## src/rtl/vga_sync_monitor.sv

```systemverilog
`default_nettype none
// ============================================================================
//  Module      : vga_sync_monitor
//  Description : Receive-side VGA timing checker. Samples hsync/vsync on pixel
//                strobes, measures line/frame/pulse lengths, locks onto a
//                stream with the expected timing and regenerates x/y/display.
//  Revision    : 1.0 - initial release
// ============================================================================
module vga_sync_monitor #(
    parameter int H_ACTIVE    = 640,
    parameter int H_FP        = 16,
    parameter int H_SYNC      = 96,
    parameter int H_BP        = 48,
    parameter int V_ACTIVE    = 480,
    parameter int V_FP        = 10,
    parameter int V_SYNC      = 2,
    parameter int V_BP        = 33,
    parameter bit SYNC_POL    = 1'b0,
    parameter int LOCK_FRAMES = 2
) (
    input  logic        clk,
    input  logic        rst,
    input  logic        pix_en,
    input  logic        hsync,
    input  logic        vsync,
    output logic [9:0]  x,
    output logic [9:0]  y,
    output logic        display,
    output logic        locked,
    output logic        frame_start,
    output logic        err,
    output logic [11:0] h_total,
    output logic [11:0] v_total,
    output logic [7:0]  err_count
);

    localparam logic [11:0] CNT_MAX   = 12'hFFF;
    localparam logic [11:0] H_TOTAL_C = 12'(H_ACTIVE + H_FP + H_SYNC + H_BP);
    localparam logic [11:0] V_TOTAL_C = 12'(V_ACTIVE + V_FP + V_SYNC + V_BP);
    localparam logic [11:0] H_SYNC_C  = 12'(H_SYNC);
    localparam logic [11:0] V_SYNC_C  = 12'(V_SYNC);
    localparam logic [11:0] H_LO      = 12'(H_SYNC + H_BP);
    localparam logic [11:0] H_HI      = 12'(H_SYNC + H_BP + H_ACTIVE);
    localparam logic [11:0] V_LO      = 12'(V_SYNC + V_BP);
    localparam logic [11:0] V_HI      = 12'(V_SYNC + V_BP + V_ACTIVE);
    localparam logic [4:0]  LOCK_C    = 5'(LOCK_FRAMES);

    typedef enum logic [1:0] {
        SEARCH = 2'd0,
        TRACK  = 2'd1,
        LOCKED = 2'd2
    } state_e;

    state_e      state_q, state_d;
    logic [3:0]  good_q, good_d;
    logic        bad_q, bad_d;          // current frame already saw a mismatch
    logic        hs_prev_q, hs_prev_d;
    logic        vs_prev_q, vs_prev_d;
    logic [11:0] hcnt_q, hcnt_d;
    logic [11:0] vcnt_q, vcnt_d;
    logic [11:0] hwid_q, hwid_d;
    logic [11:0] vwid_q, vwid_d;
    logic [11:0] htot_q, htot_d;
    logic [11:0] vtot_q, vtot_d;
    logic [9:0]  x_q, x_d;
    logic [9:0]  y_q, y_d;
    logic        disp_q, disp_d;
    logic        locked_q;
    logic        fs_q, fs_d;
    logic        err_q, err_d;
    logic [7:0]  errcnt_q, errcnt_d;
    logic        mismatch;

    logic        w_hs_act, w_vs_act, w_hs_was, w_vs_was;
    logic        w_h_lead, w_h_trail, w_v_lead, w_v_trail;
    logic        w_check, w_in_h, w_in_v;
    logic [11:0] w_hcnt_inc, w_vcnt_inc;

    assign w_hs_act   = (hsync == SYNC_POL);
    assign w_vs_act   = (vsync == SYNC_POL);
    assign w_hs_was   = (hs_prev_q == SYNC_POL);
    assign w_vs_was   = (vs_prev_q == SYNC_POL);
    assign w_h_lead   = pix_en &&  w_hs_act && !w_hs_was;
    assign w_h_trail  = pix_en && !w_hs_act &&  w_hs_was;
    assign w_v_lead   = pix_en &&  w_vs_act && !w_vs_was;
    assign w_v_trail  = pix_en && !w_vs_act &&  w_vs_was;
    // Timing is only judged once a frame boundary has been seen.
    assign w_check    = (state_q != SEARCH);
    assign w_hcnt_inc = (hcnt_q == CNT_MAX) ? CNT_MAX : hcnt_q + 12'd1;
    assign w_vcnt_inc = (vcnt_q == CNT_MAX) ? CNT_MAX : vcnt_q + 12'd1;
    assign w_in_h     = (hcnt_d >= H_LO) && (hcnt_d < H_HI);
    assign w_in_v     = (vcnt_d >= V_LO) && (vcnt_d < V_HI);

    // Counters, measurements and mismatch detection for the current sample.
    always_comb begin
        hs_prev_d = hs_prev_q;
        vs_prev_d = vs_prev_q;
        hcnt_d    = hcnt_q;
        vcnt_d    = vcnt_q;
        hwid_d    = hwid_q;
        vwid_d    = vwid_q;
        htot_d    = htot_q;
        vtot_d    = vtot_q;
        errcnt_d  = errcnt_q;
        fs_d      = 1'b0;
        err_d     = 1'b0;
        mismatch  = 1'b0;
        if (pix_en) begin
            hs_prev_d = hsync;
            vs_prev_d = vsync;
            // Line closes first so a coincident vsync edge sees the old vcnt.
            if (w_h_lead) begin
                hcnt_d = '0;
                htot_d = w_hcnt_inc;
                vcnt_d = w_vcnt_inc;
                if (w_check && w_hcnt_inc != H_TOTAL_C) mismatch = 1'b1;
                if (w_check && w_vcnt_inc == CNT_MAX && vcnt_q != CNT_MAX) mismatch = 1'b1;
            end else begin
                hcnt_d = w_hcnt_inc;
                if (w_check && w_hcnt_inc == CNT_MAX && hcnt_q != CNT_MAX) mismatch = 1'b1;
            end
            if (w_h_lead) begin
                hwid_d = 12'd1;
            end else if (w_hs_act && hwid_q != CNT_MAX) begin
                hwid_d = hwid_q + 12'd1;
            end
            if (w_h_trail && w_check && hwid_q != H_SYNC_C) mismatch = 1'b1;
            if (w_v_lead) begin
                vtot_d = w_vcnt_inc;
                vcnt_d = '0;
                vwid_d = 12'd1;
                fs_d   = 1'b1;
                if (w_check && w_vcnt_inc != V_TOTAL_C) mismatch = 1'b1;
            end else if (w_h_lead && w_vs_act && vwid_q != CNT_MAX) begin
                vwid_d = vwid_q + 12'd1;
            end
            if (w_v_trail && w_check && vwid_q != V_SYNC_C) mismatch = 1'b1;
            err_d = mismatch;
            if (mismatch && errcnt_q != 8'hFF) errcnt_d = errcnt_q + 8'd1;
        end
    end

    // Lock state machine: count clean frames, drop back on any mismatch.
    always_comb begin
        state_d = state_q;
        good_d  = good_q;
        bad_d   = bad_q;
        if (pix_en) begin
            case (state_q)
                SEARCH: begin
                    if (w_v_lead) begin
                        state_d = TRACK;
                        good_d  = '0;
                        bad_d   = 1'b0;
                    end
                end
                TRACK: begin
                    if (w_v_lead) begin
                        bad_d = 1'b0;
                        if (mismatch || bad_q) begin
                            good_d = '0;
                        end else begin
                            good_d = good_q + 4'd1;
                            if ({1'b0, good_q} + 5'd1 >= LOCK_C) state_d = LOCKED;
                        end
                    end else if (mismatch) begin
                        good_d = '0;
                        bad_d  = 1'b1;
                    end
                end
                LOCKED: begin
                    if (mismatch) begin
                        state_d = TRACK;
                        good_d  = '0;
                        bad_d   = !w_v_lead;
                    end
                end
                default: state_d = SEARCH;
            endcase
        end
    end

    // Regenerated raster position and display window from the updated counters.
    always_comb begin
        x_d    = x_q;
        y_d    = y_q;
        disp_d = disp_q;
        if (pix_en) begin
            x_d    = w_in_h ? 10'(hcnt_d - H_LO) : '0;
            y_d    = w_in_v ? 10'(vcnt_d - V_LO) : '0;
            disp_d = (state_d == LOCKED) && w_in_h && w_in_v;
        end
    end

    // State and output registers.
    always_ff @(posedge clk or negedge rst) begin
        if (!rst) begin
            state_q   <= SEARCH;
            good_q    <= '0;
            bad_q     <= 1'b0;
            hs_prev_q <= ~SYNC_POL;
            vs_prev_q <= ~SYNC_POL;
            hcnt_q    <= '0;
            vcnt_q    <= '0;
            hwid_q    <= '0;
            vwid_q    <= '0;
            htot_q    <= '0;
            vtot_q    <= '0;
            x_q       <= '0;
            y_q       <= '0;
            disp_q    <= 1'b0;
            locked_q  <= 1'b0;
            fs_q      <= 1'b0;
            err_q     <= 1'b0;
            errcnt_q  <= '0;
        end else begin
            state_q   <= state_d;
            good_q    <= good_d;
            bad_q     <= bad_d;
            hs_prev_q <= hs_prev_d;
            vs_prev_q <= vs_prev_d;
            hcnt_q    <= hcnt_d;
            vcnt_q    <= vcnt_d;
            hwid_q    <= hwid_d;
            vwid_q    <= vwid_d;
            htot_q    <= htot_d;
            vtot_q    <= vtot_d;
            x_q       <= x_d;
            y_q       <= y_d;
            disp_q    <= disp_d;
            locked_q  <= (state_d == LOCKED);
            fs_q      <= fs_d;
            err_q     <= err_d;
            errcnt_q  <= errcnt_d;
        end
    end

    assign x           = x_q;
    assign y           = y_q;
    assign display     = disp_q;
    assign locked      = locked_q;
    assign frame_start = fs_q;
    assign err         = err_q;
    assign h_total     = htot_q;
    assign v_total     = vtot_q;
    assign err_count   = errcnt_q;

endmodule
`default_nettype wire

```

## config.mk

```make
export PLATFORM = sky130hd
export DESIGN_NAME = vga_sync_monitor
export DESIGN_NICKNAME = d
export VERILOG_FILES = /design/src/rtl/vga_sync_monitor.sv
export SDC_FILE = /design/constraint.sdc
export NUM_CORES = 1
export LEC_CHECK = 0
export CAP_MARGIN = 20
export CORE_MARGIN = 5
export CORE_UTILIZATION = 30
export DETAILED_ROUTE_END_ITERATION = 8
export PLACE_DENSITY = 0.48
export SYNTH_ARGS = -nofsm -noshare
export SYNTH_HDL_FRONTEND = slang
export SYNTH_SLANG_ARGS = --single-unit
export TNS_END_PERCENT = 5
```

## constraint.sdc

```tcl
create_clock -name clk -period 8.9 [get_ports clk]
set_clock_uncertainty 0.15 [all_clocks]
set_input_delay 0.89 -clock clk [delete_from_list [all_inputs] [get_ports clk]]
set_output_delay 0.89 -clock clk [all_outputs]
set_load 0.01 [all_outputs]
```

* Yosys cells after proc, flatten, opt, wreduce, memory -nomap -nowiden
Cells that the tools add are included.
** Cells by class
- $add $sub $neg :: 9
- Reduce and logical (&&, ||, !) cells :: 40
- Magnitude comparators :: 5
- Bitwise gates (word level) :: 4
- Mux-type cells :: 42
- Equal/unequal tests :: 19
** Operators by type and width (number)
- 12-bit two-way mux :: 11
- 12-bit by 1-bit adder with 12-bit output (second input constant) :: 4
- 12-bit == test (second input constant) :: 4
- 12-bit != test (second input constant) :: 4
- 1-bit logical AND :: 26
- 12-bit by 10-bit < comparator with 1-bit output (second input constant) :: 2
- 12-bit by 10-bit != test with 1-bit output (second input constant) :: 2
- 10-bit two-way mux :: 2
- 1-bit two-way mux :: 16
- 4-bit two-way mux :: 4
- 12-bit by 6-bit >= comparator with 1-bit output (second input constant) :: 1
- 12-bit by 8-bit >= comparator with 1-bit output (second input constant) :: 1
- 2-bit two-way mux :: 6
- 12-bit by 2-bit != test with 1-bit output (second input constant) :: 1
- 12-bit by 7-bit != test with 1-bit output (second input constant) :: 1
- 4-bit one-hot mux with 3 select lines :: 1
- 2-bit AND reduction :: 5
- 10-bit by 6-bit subtractor with 10-bit output (second input constant) :: 1
- 10-bit by 8-bit subtractor with 10-bit output (second input constant) :: 1
- 8-bit by 1-bit adder with 8-bit output (second input constant) :: 1
- 8-bit != test (second input constant) :: 1
- 2-bit one-hot mux with 3 select lines :: 1
- 2-bit nonzero test :: 3
- 4-bit by 1-bit adder with 5-bit output (second input constant) :: 1
- 14 further kinds :: 19
** Storage, ports and cells
- Logic and storage cells :: 137
- Bits in registers :: 113

* Depth between registers and ports, before layout
- Depth in word-level cells :: 21
- Depth in mapped cells :: 14
- Depth with buffers taken out :: 12

* Worst setup path before layout
No wires, ideal clock.
- Path type :: input -> register
- Start point :: in hsync
- End point :: reg y_q[0], in the netlist y[0]
- Stages on the path :: 14
- Data required time :: 8632 ps
- Setup time :: 118 ps
- Slack :: 4942 ps
- Buffers on the path :: 6
- Arrival time :: 3690 ps
- Cells stage by stage :: and3b_1 > buf_2 > buf_2 > buf_1 > clkbuf_1 > buf_1 > a211oi_1 > ha_1 > and3_1 > o2111a_1 > o31ai_1 > buf_2 > nor3_1 > a21o_1
** Between the ends
- Word-level cells in the longest chain between the ends :: 9
- Elaborated cells between the ends (all ways) :: 11
- Those cells by class :: add/sub (1); order compare (2); mux (4); bitwise (1); reduce/logical (3)
** RTL lines
- start, declared :: RTL line 24 : input logic hsync,
- 1-bit NOT (*) :: RTL line 79 : assign w_hs_act = (hsync == SYNC_POL);
- 1-bit logical AND (*) (2 in a row) :: RTL line 83 : assign w_h_lead = pix_en && w_hs_act && !w_hs_was;
- 12-bit two-way mux (*) :: RTL line 112 : if (w_h_lead) begin
- 12-bit two-way mux (*) :: RTL line 128 : if (w_v_lead) begin
- 12-bit two-way mux (*) :: RTL line 108 : if (pix_en) begin
- net vcnt_d[1] :: RTL line 60 : logic [11:0] vcnt_q, vcnt_d;
- 12-bit by 6-bit >= comparator with 1-bit output / 12-bit by 10-bit < comparator with 1-bit output (equally long branches) :: RTL line 92 : assign w_in_v = (vcnt_d >= V_LO) && (vcnt_d < V_HI);
- 1-bit logical AND (*) :: RTL line 92
- 10-bit two-way mux (*) :: RTL line 190 : y_d = w_in_v ? 10'(vcnt_d - V_LO) : '0;
- end signal, assigned :: RTL line 229 : y_q <= y_d;
- end, declared :: RTL line 66 : logic [9:0] y_q, y_d;
The timed path passes the listed nets; every way through them passes the cells marked *.
A chain may end at the register's enable or synchronous reset.

* Worst setup path in the final report
- Start point :: reg hcnt_q[0]
- End point :: reg x_q[2], in the netlist x[2]
** Between the ends
- Word-level cells in the longest chain between the ends :: 7
- Elaborated cells between the ends (all ways) :: 10
- Those cells by class :: add/sub (2); order compare (2); eq/ne (1); mux (4); reduce/logical (1)
** RTL lines
- start, declared :: RTL line 59 : logic [11:0] hcnt_q, hcnt_d;
- start signal, assigned :: RTL line 222 : hcnt_q <= hcnt_d;
- 12-bit by 1-bit adder with 12-bit output / 12-bit == test (equally long branches) :: RTL line 89 : assign w_hcnt_inc = (hcnt_q == CNT_MAX) ? CNT_MAX : hcnt_q + 12'd1;
- 12-bit two-way mux :: RTL line 89
- 12-bit two-way mux :: RTL line 112
- 12-bit two-way mux (*) :: RTL line 108
- 12-bit by 8-bit >= comparator with 1-bit output / 12-bit by 10-bit < comparator with 1-bit output (equally long branches) :: RTL line 91 : assign w_in_h = (hcnt_d >= H_LO) && (hcnt_d < H_HI);
- 1-bit logical AND :: RTL line 91
- 10-bit two-way mux (*) :: RTL line 189 : x_d = w_in_h ? 10'(hcnt_d - H_LO) : '0;
- end signal, assigned :: RTL line 209 : x_q <= '0;
- end signal, assigned :: RTL line 228 : x_q <= x_d;
- end, declared :: RTL line 65 : logic [9:0] x_q, x_d;
Every way passes the cells marked *; elsewhere a longest branch is shown, timed or not.

==> qor.txt <==
Peak Freq -> 235 MHz
Hold Path Stages -> 2
TritonCTS sink count -> 113
top post-synthesis cells by area -> dfrtp_1 41%, nand2_1 4.3%, nor2_1 3.6%
Clk pin slew, worst setup/hold paths -> 50 ps
Critical Path End Type -> flip-flop
site row count -> 55
share of cells above drive strength 1 -> 8.99%
HPWL after DPL -> 12700 um
CTS tree -> built
critical path launch point type -> flip-flop
via count -> 5712
CP cell instances -> ha_1, and3_1, nand3_1, o21a_1, a2bb2oi_1, ha_1, or4b_1, a21boi_0, o311ai_1, buf_4, a21oi_1, mux2_2
Slew Limit Fails -> 0
worst path arrival time -> 4460 ps
CP delay by family, top -> simple AND/OR/NAND/NOR gates
CP max FO -> 19
Die H -> 160 um
Via density -> 5.31
final setup fails -> 0
Setup Fix Bufs, Post-CTS -> 0
Buf/Inv on CP -> 1
Yosys cell types -> 76
# fillers -> 2326
cells on worst reg2reg path -> 12
R2R Setup Slk -> 4650 ps
Core Area -> 0.0224 mm^2
crit path kind -> flip-flop to flip-flop
multi-input gate area in the final layout -> 0.00353 mm^2
gr ovfl total -> 0
HP Class -> flip-flop to flip-flop
power density cells -> 224 mW/mm^2
RSZ-0062 raised after global routing -> no
Area growth syn-to-layout -> 18.8%
largest net degree at the start of global routing -> 62
critical path's slowest cell -> nand3_1
Reg area -> 0.00283 mm^2
leak pwr -> 0.00340 uW
drt first pass iters -> 6
final worst path period need -> 4250 ps
CTS HTree Levels -> 4
Yosys top cell by area -> dfrtp_1
DR WL/cell -> 17.2 um
critical path data required time -> 9110 ps
Max-Cap Viols -> 0
CTS Buf Count -> 17
Mapped Cells -> 743
EDFF count, synth -> 0
cts-stage hold buffer count -> 0
total negative slack -> 0 ps
Worst VDD drop -> 0.000122 V
DRT Wirelength -> 18500 um
Tightest Pin Transition -> 834 ps
nets -> 800
Die Footprint -> 0.0257 mm^2
synthesized area -> 0.00677 mm^2
DRC -> 0
CP most frequent cell -> ha_1
Slew headroom -> 44.4%
met2 Use GR -> 20.7%
grt met3 use -> 3.66%
Iter 0 DRT Violations -> 476
ys async rst share -> 100%
Mapped Avg Cell Area -> 9.11 um^2
most frequent cells after synthesis -> 111 x dfrtp_1, 78 x nand2_1, 65 x nor2_1
Total GRT Usage -> 14.7%
met1 usage -> 22.1%
top cell type's share of synthesized area -> 41.0%
top-count cell post-synth -> dfrtp_1
die width -> 160 um
I/O Pins -> 61
final core utilization -> 35.9%
status -> finished, final reports clean
register area share after synthesis -> 41.8%
syn_nets -> 764
period utilization -> 47.8%
first-pass GRT wire length -> 30500 um
Final Hold Viols -> 0
prevailing post-synth register cell -> dfrtp_1
WP depth -> 12
# diodes -> 0
# port buffers -> 60
clk_lat worst skew -> 410 ps
antenna violations before repair -> 0
CTS Buffer Depth -> 2
cts repair resizes -> 0
CP max stage delay -> 620 ps
Post-DRT Antenna Nets -> 0
synth warn -> 0
number of global-route vias before repair -> 5530
GPL Wtd Cong -> 0.829
starting density of the core -> 30.2%
Clk Tree Root Cell -> clkbuf_16
Synth Register Bits -> 113
grt peak-use layer -> met1
flip-flops by register name (all words and copies together), names as in the netlist:
signal       flops
vs_prev_q        1
bad_q            1
hs_prev_q        1
vcnt_q          12
state_q          2
display          1
err_count        8
y               10
v_total         12
vwid_q          12
frame_start      1
good_q           4
hcnt_q          12
err              1
x               10
h_total         12
locked           1
hwid_q          12
placed cells by master (no fill, tap or decap), types with 6 or more instances in the layout:
cell             netlist  final
and4_1                 9      9
nand3_1               21     21
clkbuf_16              0     17
and3_1                16     16
xnor2_1               26     26
nor4_1                 6      6
nor2_1                65     65
nand4_1               25     25
o2bb2ai_1             10     10
o21ai_0               38     38
clkdlybuf4s50_1        0     58
a21o_1                11     11
mux2i_1                6      6
nor3_1                16     16
o31ai_1               11     11
nor2b_1                8      8
xor2_1                19     19
a2111oi_0              6      6
ha_1                  16     16
inv_1                 26     26
buf_4                  5     11
a21oi_1               39     39
a211oi_1              11     11
dfrtp_1              111    111
nand2_1               78     78
a31oi_1               19     19
cells by family (layout without fill, tap and decap cells):
logic type	Yosys count	count (layout)	share of synthesized area [%]
xor gates and xnor gates	46	46	6.06
and+or+nand+nor	282	282	21.5
buffers and inverters	80	127	6.06
muxes	12	12	2.00
DFF	113	113	41.8
AOI/OAI and AO/OA	194	194	19.6
adders and majority gates	16	16	2.96
path summary, 6_finish.rpt:
kind,from,to
min in group asynchronous,rst,hcnt_q[6]$_DFF_PN0_
setup / recovery,hcnt_q[0]$_DFF_PN0_,x[2]$_DFFE_PN0P_
setup reg to reg,hcnt_q[0]$_DFF_PN0_,x[2]$_DFFE_PN0P_
max in group asynchronous,rst,x[9]$_DFFE_PN0P_
hold reg to reg,v_total[4]$_DFFE_PN0P_,v_total[4]$_DFFE_PN0P_
hold / removal,v_total[4]$_DFFE_PN0P_,v_total[4]$_DFFE_PN0P_
through the flow:
stage                     setup slack [ps]  hold slack [ps]  instances  power [uW]  instance area (um^2)
after CTS                             4670              333       1074        1830                  8040
after detailed placement              4500              321       1044        1170                  7480
final                                 4650              326       1075        1800                  8040
after global routing                  4360              343       1075        1910                  8040
after global placement                4530              315       1044        1170                  7480
after floorplan                       4940              332        743         973                  6770
routing by layer:
metal	vias up	wire length, um	part of all wire (%)
li1	2797	-	-
met1	2754	9640	52
met2	136	7720	42
met3	25	829	4.5
met4	0	270	1.5
met5	-	0	0
power by group:
part	switching, uW	internal (uW)
combinational	241	217
sequential	107	591
clock	230	415
layout make-up:
cell class | instances | area share, %
well taps | 285 | 4.43
inverters | 26 | 1.21
clock inverters | 6 | 0.684
repair buffers | 71 | 8.37
multi-input cells | 550 | 43.9
clock buffers | 24 | 6.24
flip-flops and latches | 113 | 35.2
worst register-to-register path, delay by kind of cell, from the launching register on:
family,cells,cell delay [ps]
AO/OA/AOI/OAI,5,1050
adder cells (fa/ha/maj),2,700
buffers and inverters,1,210
flip-flops,1,550
multiplexers,1,180
AND/OR/NAND/NOR,3,1360
No activity file was read; power rests on OpenSTA's default activity.
